**config.mk**
```make
export PLATFORM = sky130hd
export DESIGN_NAME = rf_sequencer
export DESIGN_NICKNAME = d
export VERILOG_FILES = /design/src/rtl/rf_sequencer_pkg.sv /design/src/rtl/seq_alu.sv /design/src/rtl/rf_sequencer.sv
export SDC_FILE = /design/constraint.sdc
export NUM_CORES = 1
export LEC_CHECK = 0
export ABC_AREA = 1
export CAP_MARGIN = 20
export CORE_ASPECT_RATIO = 0.5
export CORE_UTILIZATION = 52
export CTS_BUF_LIST = sky130_fd_sc_hd__clkbuf_4 sky130_fd_sc_hd__clkbuf_8 sky130_fd_sc_hd__clkbuf_16
export CTS_CLUSTER_SIZE = 28
export DETAILED_ROUTE_END_ITERATION = 8
export PLACE_DENSITY_LB_ADDON = 0.15
export SYNTH_ARGS = -nofsm -noshare
export SYNTH_HDL_FRONTEND = slang
export SYNTH_SLANG_ARGS = --single-unit
```
**constraint.sdc**
```tcl
create_clock -name clk -period 4.3 [get_ports clk]
set_input_delay 0.43 -clock clk [delete_from_list [all_inputs] [get_ports clk]]
set_output_delay 0.43 -clock clk [all_outputs]
set_load 0.05 [all_outputs]
```
**src/rtl/rf_sequencer_pkg.sv**
```systemverilog
// Shared types for the register-file sequencer: FSM states, ALU op and
// B-operand shift encodings.
package rf_sequencer_pkg;

    typedef enum logic [2:0] {
        S_IDLE  = 3'd0,
        S_LOADA = 3'd1,
        S_LOADB = 3'd2,
        S_EXEC  = 3'd3,
        S_WRITE = 3'd4,
        S_DONE  = 3'd5
    } state_t;

    typedef enum logic [1:0] {
        OP_ADD = 2'b00,
        OP_CMP = 2'b01,
        OP_AND = 2'b10,
        OP_MVN = 2'b11
    } op_t;

    typedef enum logic [1:0] {
        SH_NONE = 2'b00,
        SH_LSL1 = 2'b01,
        SH_LSR1 = 2'b10,
        SH_ASR1 = 2'b11
    } shift_t;

endpackage

```
**src/rtl/seq_alu.sv**
```systemverilog
// Combinational B-operand shifter plus ALU for the sequencer.
// V is the signed-overflow flag of the subtraction A - Bsh.
module seq_alu
    import rf_sequencer_pkg::*;
#(
    parameter int unsigned DW = 16
) (
    input  logic [DW-1:0] a_i,
    input  logic [DW-1:0] b_i,
    input  op_t           op_i,
    input  shift_t        shift_i,
    output logic [DW-1:0] result_o,
    output logic          z_o,
    output logic          n_o,
    output logic          v_o
);

    logic [DW-1:0] bsh;

    // Shift B, then apply the selected operation and derive flags
    always_comb begin
        bsh = b_i;
        unique case (shift_i)
            SH_NONE: bsh = b_i;
            SH_LSL1: bsh = {b_i[DW-2:0], 1'b0};
            SH_LSR1: bsh = {1'b0, b_i[DW-1:1]};
            SH_ASR1: bsh = {b_i[DW-1], b_i[DW-1:1]};
            default: bsh = b_i;
        endcase

        result_o = '0;
        unique case (op_i)
            OP_ADD:  result_o = a_i + bsh;
            OP_CMP:  result_o = a_i - bsh;
            OP_AND:  result_o = a_i & bsh;
            OP_MVN:  result_o = ~bsh;
            default: result_o = '0;
        endcase

        z_o = (result_o == '0);
        n_o = result_o[DW-1];
        v_o = (a_i[DW-1] != bsh[DW-1]) && (result_o[DW-1] != a_i[DW-1]);
    end

endmodule

```
**src/rtl/rf_sequencer.sv**
```systemverilog
// Multi-cycle register-file sequencer: reads A (rn) and B (rm) from an
// external register file, runs seq_alu, writes C back to rd.
// Optional feature macro: STATUS_NV_EN enables the N and V status flags;
// without it only Z is tracked and status[2:1] stays 0.
module rf_sequencer
    import rf_sequencer_pkg::*;
#(
    parameter int unsigned DW = 16
) (
    input  logic          clk,
    input  logic          reset,
    input  logic          start,
    input  logic [1:0]    op,
    input  logic [1:0]    shift,
    input  logic [2:0]    rn,
    input  logic [2:0]    rm,
    input  logic [2:0]    rd,
    input  logic [DW-1:0] data_out,
    output logic [2:0]    readnum,
    output logic [2:0]    writenum,
    output logic          write,
    output logic [DW-1:0] data_in,
    output logic [2:0]    status,
    output logic          busy,
    output logic          done
);

    state_t        state_q, state_d;
    op_t           op_q;
    shift_t        shift_q;
    logic [2:0]    rn_q, rm_q, rd_q;
    logic [DW-1:0] a_q, b_q, c_q;
    logic [2:0]    status_q;

    logic [DW-1:0] alu_result;
    logic          alu_z, alu_n, alu_v;
    logic [2:0]    status_calc;

    seq_alu #(.DW(DW)) u_alu (
        .a_i      (a_q),
        .b_i      (b_q),
        .op_i     (op_q),
        .shift_i  (shift_q),
        .result_o (alu_result),
        .z_o      (alu_z),
        .n_o      (alu_n),
        .v_o      (alu_v)
    );

`ifdef STATUS_NV_EN
    assign status_calc = {alu_v, alu_n, alu_z};
`else
    logic unused_nv;
    assign unused_nv   = alu_v ^ alu_n;
    assign status_calc = {2'b00, alu_z};
`endif

    // State register; reset wins over everything in flight
    always_ff @(posedge clk) begin
        if (reset) state_q <= S_IDLE;
        else       state_q <= state_d;
    end

    // Next-state logic; MVN skips LOADA, CMP skips WRITE
    always_comb begin
        state_d = state_q;
        unique case (state_q)
            S_IDLE:  if (start) state_d = (op_t'(op) == OP_MVN) ? S_LOADB : S_LOADA;
            S_LOADA: state_d = S_LOADB;
            S_LOADB: state_d = S_EXEC;
            S_EXEC:  state_d = (op_q == OP_CMP) ? S_DONE : S_WRITE;
            S_WRITE: state_d = S_DONE;
            S_DONE:  state_d = S_IDLE;
            default: state_d = S_IDLE;
        endcase
    end

    // Register-file control and handshake outputs decoded from state
    always_comb begin
        readnum  = 3'd0;
        write    = 1'b0;
        writenum = rd_q;
        data_in  = c_q;
        status   = status_q;
        busy     = (state_q != S_IDLE);
        done     = (state_q == S_DONE);
        unique case (state_q)
            S_LOADA: readnum = rn_q;
            S_LOADB: readnum = rm_q;
            S_WRITE: write   = 1'b1;
            default: ;
        endcase
    end

    // Datapath: latch the request, capture operands, result and flags
    always_ff @(posedge clk) begin
        if (reset) begin
            op_q     <= OP_ADD;
            shift_q  <= SH_NONE;
            rn_q     <= 3'd0;
            rm_q     <= 3'd0;
            rd_q     <= 3'd0;
            a_q      <= '0;
            b_q      <= '0;
            c_q      <= '0;
            status_q <= 3'b000;
        end else begin
            if (state_q == S_IDLE && start) begin
                op_q    <= op_t'(op);
                shift_q <= shift_t'(shift);
                rn_q    <= rn;
                rm_q    <= rm;
                rd_q    <= rd;
            end
            if (state_q == S_LOADA) a_q <= data_out;
            if (state_q == S_LOADB) b_q <= data_out;
            if (state_q == S_EXEC) begin
                c_q <= alu_result;
                if (op_q == OP_CMP) status_q <= status_calc;
            end
        end
    end

endmodule

```
Word-level counts from Yosys, hierarchy flattened
Cells that the tools add are included. Widths: inputs -> output; s select.

Flip-flop bits (word level): 65. Input bits: 32. Output and inout port bits: 28. Logic and storage cells: 42.

$add $sub $neg: 2. Eq/ne operators: 13. Multiplexer cells: 8. Bitwise logic cells: 2. Reductions and logical operators: 7.

Operators by type and width (number): $pmux 16 s4 (2); $add 16x16->16 (1); $and 16x16->16 (1); $logic_not 16->1 (1); $not 16->16 (1); $sub 16x16->16 (1); $pmux 3 s5 (1); $eq 2x2->1 const B (5); $eq 3x2->1 const B (2); $eq 3x3->1 const B (2); $pmux 3 s2 (1); $eq 2x1->1 const B (2); $logic_not 2->1 (2); $eq 3x1->1 const B (1); $logic_not 3->1 (1); $mux 3 (1); $reduce_bool 3->1 (1); $mux 1 (2); $mux 2 (1); $ne 2x2->1 const B (1); $reduce_and 2->1 (1); $logic_and 1x1->1 (1).

Longest topological paths before layout
Depth after elaboration: 5. Mapped depth: 28. Gate-level depth less buffers: 26.

Cells and area by module
From an unflattened synthesis, not the netlist that was laid out.

Cell total of the unflattened synthesis: 723. Area, all modules: 4580.6 um^2.

Modules (own cells, without submodules): rf_sequencer (instances 1, cells each 325, area an instance 2484.9 um^2, seq. area each 1301.2 um^2); seq_alu (instances 1, cells each 398, area an instance 2095.8 um^2, seq. area each 0.0 um^2).

Least setup slack after synthesis
Ideal clock, no wire load.

Path kind: reg2reg. Start: reg shift_q[1]. End: reg status_q[0], in the netlist status[0]. Library setup time: 0.070 ns. Data arrival time: 3.002 ns. Required time: 4.230 ns. Path slack: 1.228 ns. Cell stages (with the launch flop): 29. Path buffers: 2. Period minus slack after synthesis: 3.072 ns. Path through: dfxtp_1 buf_6 nor2_8 buf_8 nand2_4 nand3_4 inv_1 ha_1 inv_1 nor2_1 nand3b_1 nor2_1 nand2_1 o21ai_1 xor2_1 ha_1 nand2_1 nor2_1 and3_1 nand2_1 nand2_1 nand2_1 nand3_1 nand2_1 nor2_1 nand3_1 nor2_1 nand4_1 a21oi_1.

Cells in the longest elaborated chain, start to end: 5. Elaborated cells on any way between the ends: 11. Those cells by class: 2 x add/sub; 3 x eq/ne; 2 x mux; 2 x bitwise; 2 x reduce/logical.

Ends and longest elaborated chain: from (decl) (line rf_sequencer.sv:30) `shift_t shift_q;`; from (signal assigned) (line rf_sequencer.sv:110) `shift_q <= shift_t'(shift);`; $eq 2x2->1 (tied with other cells) (line seq_alu.sv:23) `unique case (shift_i)`; $pmux 16 s4 (*) (line seq_alu.sv:23); $sub 16x16->16 (tied with other cells) (line seq_alu.sv:34) `OP_CMP: result_o = a_i - bsh;`; $pmux 16 s4 (*) (line seq_alu.sv:32) `unique case (op_i)`; $logic_not 16->1 (*) (line seq_alu.sv:40) `z_o = (result_o == '0);`; to (signal assigned) (line rf_sequencer.sv:119) `if (op_q == OP_CMP) status_q <= status_calc;`; to (decl) (line rf_sequencer.sv:33) `logic [2:0] status_q;`.

Every way passes the cells marked *; elsewhere a longest branch is shown, timed or not. A chain may end at the register's enable or synchronous reset.

Worst setup path in the final report
Start: reg shift_q[1]. End: reg c_q[13], in the netlist data_in[13].

Cells in the longest elaborated chain, start to end: 4. Elaborated cells on any way between the ends: 10. Those cells by class: 2 x add/sub; 3 x eq/ne; 2 x mux; 2 x bitwise; 1 x reduce/logical.

Ends and longest elaborated chain: $eq 2x2->1 (tied with other cells) (line seq_alu.sv:23); $pmux 16 s4 (*) (line seq_alu.sv:23); $sub 16x16->16 (tied with other cells) (line seq_alu.sv:34); $pmux 16 s4 (*) (line seq_alu.sv:32); to (signal assigned) (line rf_sequencer.sv:118) `c_q <= alu_result;`; to (decl) (line rf_sequencer.sv:32) `logic [DW-1:0] a_q, b_q, c_q;`.

Marked as above.

==> metrics.txt <==
Num CTS Buffers 9; final setup vio count 0; setup TNS 0 ps; Max VDD drop about 0.00024 V; FILL cells 770; antenna violations before repair 0; DIE WIDTH 135.7 um; Setup Skew 10.04 ps; share of the synthesized area in the top cell type between 20% and 30%; worst path required time between 4000 and 5000 ps; pwr dens between 500 and 600 nW/um2; area leader, netlist dfxtp_1; total global routing track utilization about 28%; Crit. End Element flop; area grow syn2layout 19.84%; core area slightly above 8000 um2; Reg2Reg Depth 17; Worst Hold Class reg2reg; worst slew pin tran ~730 ps; first-pass GRT wire length 19.44 mm; H-tree depth 3; # diodes 0; I/O pin cnt 60; Mapped Area between 4000 and 5000 um2; Worst Hold Path Cells 2; largest net degree at the start of global routing 37; fin. max-slew vios 0; stages on the worst setup path 17; Mapped Cells roughly 700; slowest stage delay, CP 740 ps; crit path kind reg2reg; Reg clk slew, reported paths 60 ps; crit-path cells nor2_8 > a21boi_2 > ha_1 > inv_1 > o41ai_1 > xor2_1 > ha_1 > a21oi_1 > nor2_1 > nor2_1 > nor3_1 > nor2_1 > nand3_1 > a31oi_1 > nand2_1 > o211ai_1 > inv_1; vias per cell ~5.4; input/output buffers 57; average routed wire per standard cell between 10 and 15 um; FP Rows 23; Reg area 1301 um2; routed wire length approximately 12 mm; Synth async-reset ratio 0%; YS warnings 0; Final #Nets a little over 800; Clock Latency Late Sink 340 ps; Post-CTS Hold Fix Bufs 0; number of setup buffers added after CTS 0; Placed Cells ~860; Vias between 4000 and 5000; post-route ant nets 0; crit path DAT around 4000 ps; worst path buffer plus inverter count 2; Crit Path Max Fanout 14; Synth top cells by count 159 x nand2_1, 99 x inv_1, 71 x o21ai_0; number of synthesized flops with an enable pin 0; Clock Tree Root clkbuf_16; drt drc 0; Synth cell types 45; vias in the first global route 3871; RSZ-0062 raised after global routing no; Tcrit/Tclk final 88.85%; die area just over 9000 um2; outcome finished, final reports clean; top_reg_cell synth dfxtp_1; share of post-route cells with drive strength above 1 roughly 8.4%; Multi-input gate area between 2000 and 3000 um2; CP startpoint kind flop; Slew headroom a little over 50%; GPL Wtd Cong 0.9123; FMAX about 260 MHz; Critical-path top delay cell dfxtp_1; #FFs+latches synth 65; Initial Util 55.89%; most common cell in the synthesized netlist nand2_1; Max-cap violations 0; Fin. Hold Viols 0; Top delay family on crit path compound AO/OA/AOI/OAI gates; First-pass DRT Iterations 7; CTS tree yes; clk buf depth 2; synth top area cells dfxtp_1 28%, nand2_1 13%, inv_1 8.0%, o21ai_0 7.6%, nor2_1 5.5%; crit path time final around 3800 ps; Final HPWL DP slightly above 9 mm; Iteration-0 DRC Markers about 450; Layout Cells excl Fill between 800 and 900; post-cts gate resize count 0; Static Leakage 2.678 nW; Avg Cell Area, Syn between 6 and 7 um2; Crit path top cell by count nor2_1; die height about 70 um; GRT Residual Overflow 0; sequential fraction of the synthesis area between 20 and 30%; clk sink count 65
-- worst paths after layout --
path                                start  slack, ps                       end
setup reg to reg  shift_q[1]$_SDFFE_PP0P_        480  data_in[13]$_SDFFE_PP0N_
hold reg to reg      rm_q[0]$_SDFFE_PP0P_        450      rm_q[0]$_SDFFE_PP0P_
setup / recovery  shift_q[1]$_SDFFE_PP0P_        480  data_in[13]$_SDFFE_PP0N_
hold / removal       rm_q[0]$_SDFFE_PP0P_        450      rm_q[0]$_SDFFE_PP0P_
-- worst min-delay path: stages (launching register included) --
cell	delay, ps
dfxtp_1	300
inv_1	50
a21oi_1	50
-- through the flow --
stage	worst slack, ps	power [mW]	hold WS (ps)	util [%]	area [um2]
floorplan	1228	2.019	429.7	-	4652
global placement	609.8	2.351	441.7	63.08	5246
detailed placement	559.8	2.366	443.6	63.08	5246
CTS	524.4	3.185	452.3	66.98	5570
global route	64.55	3.460	483.4	66.98	5570
finish	479.3	3.214	450.6	66.98	5570
-- report_power, final --
group / total (mW) / switching (mW) / internal, mW
combinational: 1.68 / 1.10 / 0.582
clock: 0.807 / 0.290 / 0.517
sequential: 0.729 / 0.0627 / 0.666
-- flip-flops by register name (all words and copies together), names as in the netlist --
name	count
a_q	16
b_q	16
data_in	16
op_q	2
rm_q	3
rn_q	3
shift_q	2
state_q	3
status	1
writenum	3
-- cells by family after synthesis --
kind of cell / Yosys count / share of synthesized area [%]
other: 1 / 0.08068
AOI/OAI and AO/OA: 148 / 17.23
adders and majority gates: 18 / 5.007
DFF: 65 / 27.99
buffers and inverters: 132 / 11.84
and+or+nand+nor: 332 / 35.40
xor gates and xnor gates: 13 / 2.450
-- cells in the final DEF, fill, tap and decap left out, drive strengths merged --
master	synthesis	routed
o21a	1	1
nor2	80	80
inv	104	105
bufinv	0	2
buf	10	4
xor2	11	11
nand2	173	173
xnor2	2	2
conb	1	2
and3	1	1
fa	1	1
o211ai	11	11
nand3	58	58
o22ai	4	4
a21oi	48	48
clkbuf	17	10
ha	17	17
a21boi	2	2
nor3	5	5
dfxtp	65	65
o21ai	75	75
o21bai	1	1
o41ai	1	1
nand3b	4	4
a31oi	3	3
nor4	1	1
a31o	1	1
clkdlybuf4s50	0	57
nand4	10	10
o31ai	1	1
clkinv	1	4
-- layout make-up --
type	count	share of cell area, %
Inverter	105	7.255
Clock inverter	6	1.640
Clock buffer	10	4.178
Tap cell	112	2.516
Multi-Input combinational cell	513	50.27
Sequential cell	65	23.36
Timing Repair Buffer	61	10.78
-- layer usage --
| metal | vias to the layer above | GRT usage, % | share of wire [%] |
|---|---|---|---|
| li1 | 2398 | - | - |
| met1 | 2082 | 40.14 | 51 |
| met2 | 204 | 40.43 | 39 |
| met3 | 19 | 7.310 | 8.8 |
| met4 | 0 | 7.584 | 1.3 |
| met5 | - | 0 | 0 |
Power figures use the tool's default switching activity.
